<file path="src/rtl/regfile_mreg_sequencer.sv">
// rtl/regfile_mreg_sequencer.sv - LDM/STM multiple-register transfer sequencer
//
// Purpose: walks a 16-bit register list in ascending order and moves one
// word per listed register between the 16x32 register file and memory.
// Stores read the register file through port B (RfRdSel/RfRdData) and issue
// memory writes. Loads issue memory reads and write the returned word through
// the C port (RfWrSel/RfWrData/RfLd). Memory uses a MemReq/MemAck handshake.
// A request completes on the rising edge where MemReq and MemAck are both 1.
//
// Optional feature macro: MREG_WRITEBACK_EN. When it is defined, the updated
// base address is written back to BaseReg after the last transfer.
//
// Ports:
//   Clk, Reset_n        clock, asynchronous active-low reset
//   Start               launch a transfer (sampled only in IDLE)
//   IsLoad, Up          1 = LDM / 0 = STM; 1 = increment-after / 0 = decrement-before
//   RegList, BaseIn     register list and base address (captured on Start)
//   BaseReg             base register number (writeback feature only)
//   RfRdSel, RfRdData   register-file port B select and read data
//   RfWrSel, RfWrData   register-file write select and write data
//   RfLd                register-file write enable
//   MemReq, MemWr       memory request; 1 = write, 0 = read
//   MemAddr, MemWrData  word address and store data
//   MemRdData, MemAck   load data and request acknowledge
//   Busy, Done          1 outside IDLE; one-cycle completion pulse

module regfile_mreg_sequencer #(
  parameter int DW   = 32,
  parameter int STEP = 4
) (
  input  logic          Clk,
  input  logic          Reset_n,
  input  logic          Start,
  input  logic          IsLoad,
  input  logic          Up,
  input  logic [15:0]   RegList,
  input  logic [DW-1:0] BaseIn,
  input  logic [3:0]    BaseReg,
  output logic [3:0]    RfRdSel,
  input  logic [DW-1:0] RfRdData,
  output logic [3:0]    RfWrSel,
  output logic [DW-1:0] RfWrData,
  output logic          RfLd,
  output logic          MemReq,
  output logic          MemWr,
  output logic [DW-1:0] MemAddr,
  output logic [DW-1:0] MemWrData,
  input  logic [DW-1:0] MemRdData,
  input  logic          MemAck,
  output logic          Busy,
  output logic          Done
);

  localparam logic [DW-1:0] STEP_W = DW'(STEP);

`ifdef MREG_WRITEBACK_EN
  typedef enum logic [2:0] {IDLE, REQ, LWR, WB, DONE} state_t;
`else
  typedef enum logic [2:0] {IDLE, REQ, LWR, DONE} state_t;
`endif

  function automatic logic [3:0] lowest_bit(input logic [15:0] m);
    lowest_bit = 4'd0;
    for (int i = 15; i >= 0; i--) begin
      if (m[i]) lowest_bit = 4'(i);
    end
  endfunction

  function automatic logic [4:0] popcount(input logic [15:0] m);
    popcount = 5'd0;
    for (int i = 0; i < 16; i++) begin
      popcount = popcount + 5'(m[i]);
    end
  endfunction

  state_t        state_q;
  logic          is_load_q;
  logic [15:0]   rem_q;        // listed registers still pending, current one excluded
  logic [3:0]    cur_q;        // register being transferred
  logic [DW-1:0] addr_q;
  logic          mem_req_q;
  logic          mem_wr_q;
  logic          rf_ld_q;
  logic [3:0]    rf_wr_sel_q;
  logic [DW-1:0] rf_wr_data_q;
  logic          busy_q;
  logic          done_q;

  logic [4:0]    start_n;
  logic [DW-1:0] span;
  logic [DW-1:0] start_addr;
  logic [3:0]    next_cur;

  assign start_n    = popcount(RegList);
  assign span       = STEP_W * DW'(start_n);
  // Decrement-before still transfers in ascending order: it starts at the
  // lowest address of the block and walks upward.
  assign start_addr = Up ? BaseIn : BaseIn - span;
  assign next_cur   = lowest_bit(rem_q);

`ifdef MREG_WRITEBACK_EN
  logic [3:0]    base_reg_q;
  logic [DW-1:0] wb_val_q;
  logic          wb_en_q;
  logic [DW-1:0] wb_val;
  logic          wb_en;

  assign wb_val = Up ? BaseIn + span : BaseIn - span;
  // A load that includes the base register keeps the loaded value.
  assign wb_en  = (start_n != 5'd0) && !(IsLoad && RegList[BaseReg]);
`else
  logic unused_base_reg;
  assign unused_base_reg = ^BaseReg;
`endif

  always_ff @(posedge Clk or negedge Reset_n) begin
    if (!Reset_n) begin
      state_q      <= IDLE;
      is_load_q    <= 1'b0;
      rem_q        <= 16'd0;
      cur_q        <= 4'd0;
      addr_q       <= '0;
      mem_req_q    <= 1'b0;
      mem_wr_q     <= 1'b0;
      rf_ld_q      <= 1'b0;
      rf_wr_sel_q  <= 4'd0;
      rf_wr_data_q <= '0;
      busy_q       <= 1'b0;
      done_q       <= 1'b0;
`ifdef MREG_WRITEBACK_EN
      base_reg_q   <= 4'd0;
      wb_val_q     <= '0;
      wb_en_q      <= 1'b0;
`endif
    end else begin
      case (state_q)
        IDLE: begin
          done_q <= 1'b0;
          if (Start) begin
            is_load_q <= IsLoad;
            mem_wr_q  <= !IsLoad;
            busy_q    <= 1'b1;
            addr_q    <= start_addr;
            cur_q     <= lowest_bit(RegList);
            rem_q     <= RegList & (RegList - 16'd1);  // drop the lowest set bit
`ifdef MREG_WRITEBACK_EN
            base_reg_q <= BaseReg;
            wb_val_q   <= wb_val;
            wb_en_q    <= wb_en;
`endif
            if (RegList == 16'd0) begin
              state_q <= DONE;
              done_q  <= 1'b1;
            end else begin
              state_q   <= REQ;
              mem_req_q <= 1'b1;
            end
          end
        end

        // Address, select and direction are registers, so they hold steady
        // through any number of wait cycles until the acknowledge edge.
        REQ: begin
          if (MemAck) begin
            addr_q <= addr_q + STEP_W;
            if (is_load_q) begin
              state_q      <= LWR;
              mem_req_q    <= 1'b0;
              rf_ld_q      <= 1'b1;
              rf_wr_sel_q  <= cur_q;
              rf_wr_data_q <= MemRdData;
            end else if (rem_q != 16'd0) begin
              // Back-to-back stores: MemReq stays high, one register per cycle.
              cur_q <= next_cur;
              rem_q <= rem_q & (rem_q - 16'd1);
            end else begin
              mem_req_q <= 1'b0;
`ifdef MREG_WRITEBACK_EN
              if (wb_en_q) begin
                state_q      <= WB;
                rf_ld_q      <= 1'b1;
                rf_wr_sel_q  <= base_reg_q;
                rf_wr_data_q <= wb_val_q;
              end else begin
                state_q <= DONE;
                done_q  <= 1'b1;
              end
`else
              state_q <= DONE;
              done_q  <= 1'b1;
`endif
            end
          end
        end

        LWR: begin
          rf_ld_q <= 1'b0;
          if (rem_q != 16'd0) begin
            state_q   <= REQ;
            mem_req_q <= 1'b1;
            cur_q     <= next_cur;
            rem_q     <= rem_q & (rem_q - 16'd1);
          end else begin
`ifdef MREG_WRITEBACK_EN
            if (wb_en_q) begin
              state_q      <= WB;
              rf_ld_q      <= 1'b1;
              rf_wr_sel_q  <= base_reg_q;
              rf_wr_data_q <= wb_val_q;
            end else begin
              state_q <= DONE;
              done_q  <= 1'b1;
            end
`else
            state_q <= DONE;
            done_q  <= 1'b1;
`endif
          end
        end

`ifdef MREG_WRITEBACK_EN
        WB: begin
          rf_ld_q <= 1'b0;
          state_q <= DONE;
          done_q  <= 1'b1;
        end
`endif

        DONE: begin
          done_q  <= 1'b0;
          busy_q  <= 1'b0;
          state_q <= IDLE;
        end

        default: begin
          state_q   <= IDLE;
          mem_req_q <= 1'b0;
          rf_ld_q   <= 1'b0;
          busy_q    <= 1'b0;
          done_q    <= 1'b0;
        end
      endcase
    end
  end

  assign RfRdSel   = cur_q;
  assign RfWrSel   = rf_wr_sel_q;
  assign RfWrData  = rf_wr_data_q;
  assign RfLd      = rf_ld_q;
  assign MemReq    = mem_req_q;
  assign MemWr     = mem_wr_q;
  assign MemAddr   = addr_q;
  assign MemWrData = RfRdData;
  assign Busy      = busy_q;
  assign Done      = done_q;

endmodule

</file>
<file path="config.mk">
export PLATFORM = sky130hd
export DESIGN_NAME = regfile_mreg_sequencer
export DESIGN_NICKNAME = d
export VERILOG_FILES = /design/src/rtl/regfile_mreg_sequencer.sv
export SDC_FILE = /design/constraint.sdc
export NUM_CORES = 1
export LEC_CHECK = 0
export BUFFER_PORTS_ARGS = -buffer_cell sky130_fd_sc_hd__buf_4
export CORE_MARGIN = 8
export CORE_UTILIZATION = 46
export DETAILED_ROUTE_END_ITERATION = 7
export MAX_ROUTING_LAYER = met4
export PLACE_DENSITY = 0.86
export SYNTH_ARGS = -nofsm -noshare
export SYNTH_HDL_FRONTEND = slang
export SYNTH_SLANG_ARGS = --single-unit
export TNS_END_PERCENT = 100
</file>
<file path="constraint.sdc">
create_clock -name Clk -period 4.8 [get_ports Clk]
set_input_delay 0.96 -clock Clk [delete_from_list [all_inputs] [get_ports Clk]]
set_output_delay 0.96 -clock Clk [all_outputs]
set_load 0.02 [all_outputs]
</file>
# == Yosys cells after proc, flatten, opt, wreduce, memory -nomap -nowiden ==
# Cells that the tools add are included.
# classes
addsub,19
bitwise,5
eq_ne,10
reduce_logical,17
mul,0
n_mux,71
n_div,0
n_shift,0
order_cmp,0
# op_table
cell,count
$mux W4,36
$mux W32,3
$mux W16,4
$pmux W32 S2,1
$add A5 B1 Y5,11
$pmux W16 S3,1
$add A32 B3 Y32 const B,1
$and A16 B16 Y16,2
$sub A16 B1 Y16 const B,2
$sub A32 B7 Y32,1
$logic_not A16 Y1,1
$reduce_bool A16 Y1,1
$mux W1,14
$mux W3,4
$ne A2 B2 Y1 const B,6
$pmux W4 S3,1
$reduce_and A3 Y1,4
$pmux W3 S3,1
$eq A3 B2 Y1 const B,2
$reduce_and A2 Y1,3
$reduce_and A6 Y1,1
$add A4 B1 Y5,1
$add A3 B1 Y4,1
$mux W2,2
other kinds (14),18
# totals
ff_bits,97
ram_bits,0
romBits,0
out_inout_bits,109
latch_bits,0
memories,0

# == Depth between registers and ports, before layout ==
# Gate-level depths: netlist (run 1).
# logic_depth
ltp_word,20
ltp_mapped,20

# == Worst setup path after synthesis (run 1) ==
# Ideal clock, no wire load.
# synth_timing
kind,input -> register
start,input port RegList[0]
end,"register addr_q[19], in the netlist MemAddr[19]"
n_path_buf,0
slack_ps,-696
cell_stages,18
required_ps,4722
t_arrival_ps,5418
setup_time_ps,78
path_cell_list,inv_1 > fa_1 > fa_1 > fa_1 > fa_1 > inv_1 > ha_1 > inv_1 > fa_1 > nor2b_1 > o21ai_0 > ha_1 > nor3_1 > nand4b_1 > nand3b_4 > or4_1 > xor2_1 > a21oi_1
# synth_via
elab_chain_cells,19
# synth_lines
item,line_no,source
start: declaration,36,"input logic [15:0] RegList,"
$add A1 B1 Y2,72,popcount = popcount + 5'(m[i]);
$add A2 B1 Y3,72,
$add A3 B1 Y4,72,
$add A4 B1 Y5,72,
$add A5 B1 Y5 (11 in a row),72,
$sub A32 B7 Y32,98,assign start_addr = Up ? BaseIn : BaseIn - span;
$mux W32,98,
$mux W32,139,if (Start) begin
$pmux W32 S2,136,case (state_q)
end signal: assignment,143,addr_q <= start_addr;
end signal: assignment,165,addr_q <= addr_q + STEP_W;
end: declaration,80,logic [DW-1:0] addr_q;
# Every way passes these cells. The select of a mux whose other input is x is not followed.
# A chain may end at the register's enable or synchronous reset.

# == Final worst setup path (run 1) ==
# layout_timing
start,input port RegList[1]
end,"register addr_q[28], in the netlist MemAddr[28]"
# Same word-level chain as after synthesis.

==> results by group, run 1 <==
Synthesis
  • Synth cell count leaders: dfrtp_1, nand2_1, o21ai_0
  • Adder-cell share of the synthesized area: 0.0708
  • Register area share after synthesis: 0.368
  • Most frequent cell after synthesis: dfrtp_1
  • Post-synthesis mux area share: 0.0840
  • #FFs+latches synth: 95
  • Post-synth EDFFs: 0
  • Synthesis Warnings: 0
  • Post-synth top area cell: dfrtp_1
  • Post-synth top area share: 0.368
  • Synth Instances: 703
  • Syn Nets: 855
  • Synthesized cell area: 6460 µm²
  • Avg Cell Area, Syn: 9.19 µm²
  • Synth Area in Compound Gates: 0.171
  • Synth Flop Type: dfrtp_1
  • Largest cells by area after synthesis: dfrtp_1, mux2_2, nand2_1, buf_4, ha_1
  • Synth Area in XOR/XNOR: 0.0325
  • Main combinational cell family by area after synthesis: simple AND/OR/NAND/NOR gates
  • Netlist cell types: 67
  • Synth Area in Simple Gates: 0.198
  • Ys async rst share: 1.00

Place
  • GP Congestion: 0.910
  • Port buffer count: 162
  • Placed instance area: 7930 µm²
  • # placed instances: 1025
  • Pre-CTS WS: -0.904 ns
  • Final HPWL DP: 14.1 mm

Die
  • Die W: 135 µm
  • Die area: 18100 µm²
  • IO Pins: 231
  • Initial core utilization: 0.467
  • Std cell rows: 43
  • CORE AREA: 13800 µm²
  • Die Y: 135 µm

Power and ir drop
  • Comb pwr share: 0.611
  • VDD IR max: 501 µV
  • Reg power frac: 0.267
  • Pwr Total: 6.07 mW
  • P_leak: 3.86 nW
  • Power Density: 694 nW/µm²
  • Internal power: 3.29 mW
  • Power share of the clock group: 0.122
  • Sw frac: 0.457
  • NetSw: 2.77 mW

Drt
  • Drt pass-1 iters: 6
  • DRT antenna net count: 0
  • DRT Wirelength: 19.4 mm
  • Vias per cell: 5.83
  • 1st-iter DRT viols: 496
  • DR DRC count: 0
  • Via count: 6128
  • Drt wl/cell: 18.4 µm

Finish
  • Final core utilization: 0.632
  • Layout Nets: 1019
  • Non-Filler Instances: 1052
  • Fill cell count: 1142
  • Number of diodes: 0
  • Area delta synth->final: 35.1%
  • Share of post-route cells with drive strength above 1: 0.406
  • Final instance area: 8730 µm²

Timing
  • Hold_ws: 0.475 ns
  • Clock skew: 0.00896 ns
  • Rel. slew slack: 0.342
  • Setup ws final: -0.491 ns
  • Setup TNS: -9.33 ns
  • Final setup fails: 27
  • Fin. Hold Viols: 0
  • Max-slew violations: 0
  • Achievable Freq: 189 MHz
  • Final min period: 5.29 ns
  • Period utilisation layout: 1.10
  • RSZ-0062 raised after global routing: yes
  • Worst Max-Slew Pin Slew: 0.985 ns

Job
  • Max_cap viols: 0

GRT
  • Antenna violations before repair: 0
  • GR met1 Demand/Resource: 0.259
  • GR Util All Layers: 0.212
  • Vias in the first global route: 6019
  • Grt ovf: 0
  • GR peak layer: met2
  • Largest net degree at the start of global routing: 67
  • Routing usage on met3: 0.0472
  • Grt met2 use: 0.335
  • Global-route wire length before repair: 30.5 mm

Hold path
  • Hold WC Path Type: reg2reg

Run status
  • Outcome: finished, violations left
  • Failing checks: negative setup slack

Clocking
  • Clock latency on the worst-skew pair: 0.34 ns
  • Root Buffer: clkbuf_16
  • CTS Hold Buffers Added: 0
  • CTS tree: done
  • Clock transition at path regs: 0.07 ns
  • Total clock buffers created by CTS: 9
  • # H-tree levels: 3
  • CTS max path bufs: 2
  • CTS sink cnt: 95

Critical path
  • Startpoint types: input pin
  • CP Max Fanout: 6
  • Critical Path AT: 5.52 ns
  • Required time of the critical path: 5.03 ns
  • Setup crit end kind: flip-flop
  • CP Class: in2reg
==> cell type report <==
class,count,area [µm²],share of cell area
Clock inverter,7,87.6,0.0100
Sequential cell,95,2380,0.272
Timing Repair Buffer,213,1680,0.193
Inverter,39,171,0.0196
Multi-Input combinational cell,509,3970,0.454
Clock buffer,9,225,0.0258
Tap cell,180,225,0.0258
==> flip-flops by register name (all words and copies together) (netlist names) <==
name,cells
RfWrData,32
RfLd,1
Done,1
MemReq,1
is_load_q,1
rem_q,15
MemAddr,32
RfRdSel,4
state_q,2
Busy,1
RfWrSel,4
MemWr,1
==> layout by cell type (no fill, tap or decap), drive strengths merged, types with 6 or more instances in the layout <==
master  Yosys  layout
buf        35     213
dfrtp      95      95
nand2      69      69
o21ai      44      44
mux2       42      42
nor2       42      42
inv        38      41
a21oi      32      32
nand3      28      28
ha         19      19
nor3       17      17
nor4       16      16
xnor2      15      15
fa         11      11
o22ai      10      10
and3       10      10
clkbuf     25       9
xor2        9       9
or4         9       9
nand4       8       8
nand2b      8       8
nor2b       8       8
mux2i       7       7
o31ai       7       7
and4        6       6
o221a       6       6
a31oi       6       6
o211ai      6       6
o311ai      6       6
==> layer usage <==
layer | vias to the layer above | share of wire
met2 | 270 | 0.49
met5 | - | 0
met3 | 43 | 0.072
li1 | 2870 | -
met1 | 2945 | 0.42
met4 | 0 | 0.023
==> path summary, 6_finish.rpt <==
| check | from | endpoint | slack, ns | cells past startpoint |
|---|---|---|---|---|
| worst max-delay path | RegList[1] | MemAddr[28] | -0.49 | 17 |
| worst min-delay path | MemAddr[0] | MemAddr[0] | 0.47 | 2 |
| worst max register to register | state_q[1] | MemAddr[28] | 1.36 | 9 |
| worst min register to register | MemAddr[0] | MemAddr[0] | 0.47 | 2 |
| max in group asynchronous | Reset_n | MemAddr[4] | 3.14 | 2 |
| min in group asynchronous | Reset_n | MemWr | 0.70 | 1 |
==> logic make-up (layout without fill, tap and decap cells) <==
logic type,after synthesis,in the layout
simple gates,243,243
compound gates,163,163
buf+inv,99,268
flops,95,95
mux,49,49
fa+ha+maj,30,30
xor+xnor,24,24
==> critical path, cell delays in order <==
cell and delay, ns:
buf_8 0.08, inv_4 0.03, fa_1 0.51, fa_2 0.56, fa_2 0.45, fa_1 0.54
inv_1 0.04, ha_2 0.17, a21o_1 0.19, a21oi_2 0.14, xor2_1 0.21, ha_1 0.32
o21ai_2 0.23, a21oi_4 0.11, or4_4 0.58, xnor2_1 0.15, o221a_2 0.23
==> repair_timing <==
item                                   in CTS  in global routing
pin swaps                                  31                 25
setup endpoints to repair                  27                 28
endpoints found under the hold margin       0                  0
gates resized for setup                    59                 39
gates cloned                                0                  0
setup buffers                               6                  6
==> power groups by stage <==
stage / Combinational (mW) / Sequential (mW) / Clock [mW]
floorplan: 1.86 / 1.92 / 0
finish: 3.71 / 1.62 / 0.739
CTS: 3.59 / 1.61 / 0.755
global route: 4.04 / 1.68 / 0.791
detailed placement: 3.35 / 1.62 / 0
global placement: 3.26 / 1.60 / 0
Power figures use the tool's default switching activity.
==> run 2: changes to the inputs <==
==> constraint.sdc (replaced) <==
create_clock -name Clk -period 4.8 [get_ports Clk]
set_input_delay 0.24 -clock Clk [delete_from_list [all_inputs] [get_ports Clk]]
set_output_delay 0.24 -clock Clk [all_outputs]
set_load 0.02 [all_outputs]
==> run 2 against run 1 <==
Against the previous run: the run now ends clean; clock power grew 0.8%; maximum frequency grew 15%; worst hold slack lost 0.39 ns; largest cell class unchanged.
==> results by group, run 2 (same netlist as run 1, synthesis figures left out) <==
Timing
  • Fin. Hold Viols: 0 (unchanged)
  • Setup ws final: 0.213 ns (was -0.491 ns)
  • Final min period: 4.59 ns (was 5.29 ns)
  • Setup TNS: 0 ns (was -9.33 ns)
  • RSZ-0062 raised after global routing: no (was yes)
  • Rel. slew slack: 0.398 (was 0.342)
  • Final setup fails: 0 (was 27)
  • Worst Max-Slew Pin Slew: 0.901 ns (was 0.985 ns)
  • Period utilisation layout: 0.956 (was 1.10)
  • Clock skew: 0.0103 ns (was 0.00896 ns)
  • Hold_ws: 0.0849 ns (was 0.475 ns)
  • Achievable Freq: 218 MHz (was 189 MHz)
  • Max-slew violations: 0 (unchanged)

Place
  • Pre-CTS WS: -0.282 ns (was -0.904 ns)
  • Final HPWL DP: 14.2 mm (was 14.1 mm)
  • Port buffer count: 162 (unchanged)
  • Placed instance area: 7840 µm² (was 7930 µm²)
  • # placed instances: 1022 (was 1025)
  • GP Congestion: 0.939 (was 0.910)

GRT
  • Antenna violations before repair: 0 (unchanged)
  • Vias in the first global route: 5877 (was 6019)
  • Global-route wire length before repair: 29.9 mm (was 30.5 mm)
  • Largest net degree at the start of global routing: 57 (was 67)
  • Grt ovf: 0 (unchanged)
  • GR Util All Layers: 0.208 (was 0.212)

Clocking
  • Total clock buffers created by CTS: 9 (unchanged)
  • CTS sink cnt: 95 (unchanged)
  • Root Buffer: clkbuf_16 (unchanged)
  • Clock transition at path regs: 0.07 ns (about the same)
  • Clock latency on the worst-skew pair: 0.36 ns (was 0.34 ns)
  • # H-tree levels: 3 (unchanged)
  • CTS max path bufs: 2 (unchanged)
  • CTS tree: done (unchanged)

Finish
  • Commonest non-fill, non-tap cell in the layout: buf_4 (unchanged)
  • Area taken by multi-input logic gates: 3660 µm² (was 3970 µm²)
  • Register area: 2380 µm² (unchanged)
  • Final core utilization: 0.596 (was 0.632)
  • Final instance area: 8240 µm² (was 8730 µm²)
  • Share of post-route cells with drive strength above 1: 0.341 (was 0.406)
  • Layout Nets: 1009 (was 1019)
  • Most frequent cells in the layout: buf_4, dfrtp_1, nand2_1 (unchanged)
  • Area delta synth->final: 27.5% (was 35.1%)
  • Number of diodes: 0 (unchanged)
  • Fill cell count: 1215 (was 1142)
  • Non-Filler Instances: 1042 (was 1052)

Job
  • Max_cap viols: 0 (unchanged)

Critical path
  • Family with the most delay on the worst path: adder cells (unchanged)
  • WP buf/inv: 7 (was 3)
  • CP Max Fanout: 6 (unchanged)
  • CP Class: in2reg (unchanged)
  • Worst r2r src: state_q[1] (unchanged)
  • Critical Path AT: 4.82 ns (was 5.52 ns)
  • Cells on worst reg2reg path: 9 (unchanged)
  • Required time of the critical path: 5.03 ns (about the same)
  • WP depth: 20 (was 17)
  • Worst-path cell with the longest stage delay: fa_1 (was or4_4)
  • Crit. Startpoint: RegList[7] (was RegList[1])
  • Cell Chain, Critical Path: buf_4 -> inv_1 -> fa_1 -> fa_1 -> fa_1 -> fa_1 -> inv_1 -> ha_2 -> inv_1 -> fa_2 -> inv_1 -> fa_1 -> nand2b_1 -> a21oi_2 -> buf_4 -> buf_4 -> nor2_1 -> nand2_1 -> xnor2_1 -> a221o_1 (was buf_8 -> inv_4 -> fa_1 -> fa_2 -> fa_2 -> fa_1 -> inv_1 -> ha_2 -> a21o_1 -> a21oi_2 -> xor2_1 -> ha_1 -> o21ai_2 -> a21oi_4 -> or4_4 -> xnor2_1 -> o221a_2)
  • Startpoint types: input pin (unchanged)
  • Most numerous cell on the critical path: fa_1
  • Setup crit end kind: flip-flop (unchanged)
  • CP max stage delay: 0.57 ns (was 0.58 ns)

Die
  • Die area: 18100 µm² (unchanged)
  • Die W: 135 µm (unchanged)
  • Die Y: 135 µm (unchanged)
  • CORE AREA: 13800 µm² (unchanged)
  • IO Pins: 231 (unchanged)
  • Std cell rows: 43 (unchanged)
  • Initial core utilization: 0.467 (unchanged)

Run status
  • Outcome: finished clean (was finished, violations left)

Drt
  • DRT antenna net count: 0 (unchanged)
  • Drt wl/cell: 18.0 µm (was 18.4 µm)
  • DR DRC count: 0 (unchanged)
  • DRT Wirelength: 18.7 mm (was 19.4 mm)
  • 1st-iter DRT viols: 700 (was 496)
  • Drt pass-1 iters: 5 (was 6)
  • Via count: 6093 (was 6128)
  • Vias per cell: 5.85 (was 5.83)

Hold path
  • Hold Crit Start: IsLoad (was MemAddr[0])
  • Hold WC Path Type: in2reg (was reg2reg)
  • Hold depth: 2 (unchanged)

Power and ir drop
  • Power Density: 696 nW/µm² (was 694 nW/µm²)
  • P_leak: 3.69 nW (was 3.86 nW)
  • VDD IR max: 284 µV (was 501 µV)
  • Pwr Total: 5.73 mW (was 6.07 mW)
-- run 2: power breakdown --
group	internal [mW]	total, mW	switching (mW)
Clock	0.412	0.745	0.333
Sequential	1.21	1.62	0.412
Combinational	1.48	3.37	1.88
-- run 2: metal layers --
metal  wire (µm)  part of all wire  track usage
met1        7930              0.42        0.260
met2        8950              0.48        0.337
met3        1400             0.075       0.0334
met4         450             0.024       0.0692
met5           0                 0            -
-- run 2: path summary, 6_finish.rpt --
path                                     to  slack (ns)
worst max-delay path            MemAddr[12]        0.21
worst min-delay path                  MemWr        0.08
worst max register to register  MemAddr[20]        1.93
worst min register to register   MemAddr[0]        0.48
max in group asynchronous       RfWrData[6]        3.33
min in group asynchronous       MemAddr[15]        0.49
-- run 2: cell type report --
cell class,instances,share of cell area
inverter,39,0.0178
timing repair buffer,203,0.185
sequential,95,0.288
clock buffer,9,0.0273
multi-input combinational,509,0.445
clock inverter,7,0.00941
tap,180,0.0273
-- run 2: timing repair --
item                                    4_1_cts  5_1_grt
endpoints found under the hold margin        55        0
buffers inserted                              0        3
hold buffers                                  1        0
resized for setup                             0       19
endpoints found under the setup margin        0       20
==> run 3: changes to the inputs <==
Settings changed: CORE_ASPECT_RATIO set to 1.2.
==> run 3 against run 2 <==
Against the previous run: critical path depth shrank 2; die area hardly changed; combinational power about the same; highest routed layer unchanged; core utilization shrank 0.36 points; worst hold slack better by 0.0082 ns; largest power group unchanged; sequential cell count unchanged; power down 1.5%.
==> results by group, run 3 (same netlist as run 1, synthesis figures left out) <==
Drt
  • 1st-iter DRT viols: 540 (was 700)
  • Via count: 6059 (was 6093)
  • Met2 routed WL: 9.91 mm (was 8.95 mm)
  • Drt wl/cell: 18.3 µm (was 18.0 µm)
  • DRT antenna net count: 0 (unchanged)
  • Top Layer Used: met4 (unchanged)
  • DR DRC count: 0 (unchanged)
  • DRT Wirelength: 18.8 mm (was 18.7 mm)
  • DRT met1 WL: 7.41 mm (was 7.93 mm)
  • Vias per cell: 5.88 (was 5.85)
  • Drt pass-1 iters: 5 (unchanged)
  • Wire length on met3: 1.07 mm (was 1.40 mm)

GRT
  • GR Util All Layers: 0.205 (was 0.208)
  • Vias in the first global route: 6089 (was 5877)
  • Grt ovf: 0 (unchanged)
  • Antenna violations before repair: 0 (unchanged)
  • Global-route wire length before repair: 30.2 mm (was 29.9 mm)
  • Largest net degree at the start of global routing: 58 (was 57)

Critical path
  • CP Max Fanout: 6 (unchanged)
  • Setup crit end kind: flip-flop (unchanged)
  • CP Class: in2reg (unchanged)
  • Critical Path AT: 4.84 ns (was 4.82 ns)
  • Startpoint types: input pin (unchanged)
  • Required time of the critical path: 5.03 ns (about the same)
  • Most numerous cell on the critical path: fa_1 (unchanged)
  • WP buf/inv: 4 (was 7)
  • Family with the most delay on the worst path: adder cells (unchanged)
  • Cell Chain, Critical Path: buf_4 -> inv_1 -> fa_1 -> fa_1 -> fa_1 -> fa_1 -> inv_1 -> ha_1 -> a21o_1 -> a21oi_1 -> xor2_1 -> ha_1 -> o21ai_0 -> a21oi_1 -> buf_4 -> or4_1 -> xnor2_1 -> o221a_2 (was buf_4 -> inv_1 -> fa_1 -> fa_1 -> fa_1 -> fa_1 -> inv_1 -> ha_2 -> inv_1 -> fa_2 -> inv_1 -> fa_1 -> nand2b_1 -> a21oi_2 -> buf_4 -> buf_4 -> nor2_1 -> nand2_1 -> xnor2_1 -> a221o_1)
  • Worst-path cell with the longest stage delay: fa_1 (unchanged)
  • CP max stage delay: 0.58 ns (was 0.57 ns)

Timing
  • Hold_ws: 0.0931 ns (was 0.0849 ns)
  • Period utilisation layout: 0.960 (was 0.956)
  • Final setup fails: 0 (unchanged)
  • Setup TNS: 0 ns (unchanged)
  • Fin. Hold Viols: 0 (unchanged)
  • Max-slew violations: 0 (unchanged)
  • Worst Max-Slew Pin Slew: 0.891 ns (was 0.901 ns)
  • Clock skew: 0.0101 ns (was 0.0103 ns)
  • Rel. slew slack: 0.400 (was 0.398)
  • Achievable Freq: 217 MHz (was 218 MHz)
  • RSZ-0062 raised after global routing: no (unchanged)
  • Final min period: 4.61 ns (was 4.59 ns)

Finish
  • Commonest non-fill, non-tap cell in the layout: buf_4 (unchanged)
  • Layout Nets: 1007 (was 1009)
  • Non-Filler Instances: 1031 (was 1042)
  • Share of post-route cells with drive strength above 1: 0.328 (was 0.341)
  • Area delta synth->final: 26.2% (was 27.5%)
  • Number of diodes: 0 (unchanged)
  • Final instance area: 8150 µm² (was 8240 µm²)
  • Most frequent cells in the layout: buf_4, dfrtp_1, nand2_1 (unchanged)

Power and ir drop
  • Pwr Total: 5.64 mW (was 5.73 mW)
  • P_leak: 3.65 nW (was 3.69 nW)
  • VDD IR max: 310 µV (was 284 µV)
  • Power Density: 692 nW/µm² (was 696 nW/µm²)

Die
  • Initial core utilization: 0.470 (was 0.467)
  • Die W: 124 µm (was 135 µm)
  • Die area: 18100 µm² (about the same)
  • CORE AREA: 13800 µm² (about the same)
  • IO Pins: 231 (unchanged)
  • Std cell rows: 47 (was 43)
  • Die Y: 146 µm (was 135 µm)

Clocking
  • Clock latency on the worst-skew pair: 0.35 ns (was 0.36 ns)
  • Root Buffer: clkbuf_16 (unchanged)
  • Total clock buffers created by CTS: 9 (unchanged)
  • CTS max path bufs: 2 (unchanged)
  • CTS tree: done (unchanged)
  • Setup Fix Bufs, Post-CTS: 0 (unchanged)
  • CTS sink cnt: 95 (unchanged)
  • # H-tree levels: 3 (unchanged)
  • Clock transition at path regs: 0.07 ns (about the same)

Place
  • # placed instances: 1014 (was 1022)
  • GP Congestion: 0.937 (was 0.939)
  • Final HPWL DP: 14.4 mm (was 14.2 mm)
  • Placed instance area: 7840 µm² (about the same)
  • Port buffer count: 162 (unchanged)

Job
  • Max_cap viols: 0 (unchanged)

Run status
  • Outcome: finished clean (unchanged)

Hold path
  • Hold WC Path Type: in2reg (unchanged)
-- run 3: changes by cell type in the layout (fill, tap and decap cells not counted), moves of 2 or more --
cell,change
inv_2,-2
o21ai_1,-3
clkinvlp_4,+3
clkinv_2,-2
o21ai_0,+3
buf_4,-3
inv_1,+2
-- run 3: worst register-to-register path, cell delays in order, from the launching register on --
cell and delay, ns:
dfrtp_1 0.39, inv_1 0.11, ha_1 0.20, buf_4 0.25
nand2b_1 0.17, nand3_1 0.54, buf_4 0.41, or4_1 0.50
nand2_1 0.08, a22oi_1 0.05, o21ai_0 0.09
-- run 3: layer usage --
metal | vias to the layer above | track usage
met5 | - | -
met4 | 0 | 0.0821
met3 | 36 | 0.0368
met2 | 224 | 0.360
met1 | 2949 | 0.223
li1 | 2850 | -
-- run 3: layout make-up --
| class | count | area [µm²] |
|---|---|---|
| multi-input cells | 509 | 3620 |
| well taps | 171 | 214 |
| clock inverters | 6 | 51.3 |
| clock buffers | 10 | 229 |
| inverters | 39 | 146 |
| fillers | 1237 | 5610 |
| repair buffers | 201 | 1520 |
| flip-flops and latches | 95 | 2380 |
-- run 3: timing repair --
action	CTS	global route
resized for setup	0	6
endpoints found under the setup margin	0	10
hold endpoints to repair	38	0
hold buffers	1	0
-- run 3: through the flow --
stage                     setup slack [ns]  utilization
final                                0.193        0.593
after global routing               0.00777        0.593
after CTS                           0.0789        0.591
after detailed placement            -0.295        0.570
after global placement              -0.121        0.570
after floorplan                     0.0240            -
-- run 3: path summary, 6_finish.rpt --
path                       slack, ns          end  cells past startpoint  startpoint
min                             0.09        MemWr                      2      IsLoad
max in group asynchronous       3.24   MemAddr[2]                      3     Reset_n
min reg2reg                     0.48   MemAddr[0]                      2  MemAddr[0]
max reg2reg                     1.92   MemAddr[8]                     10  state_q[1]
min in group asynchronous       0.42   MemAddr[3]                      2     Reset_n
max                             0.19  MemAddr[28]                     18  RegList[0]
-- run 3: where the power goes --
group / leakage (nW) / switching (mW) / internal (mW)
clock: 0.128 / 0.332 / 0.359
sequential: 1.14 / 0.402 / 1.21
combinational: 2.39 / 1.85 / 1.49
total: 3.65 / 2.58 / 3.06
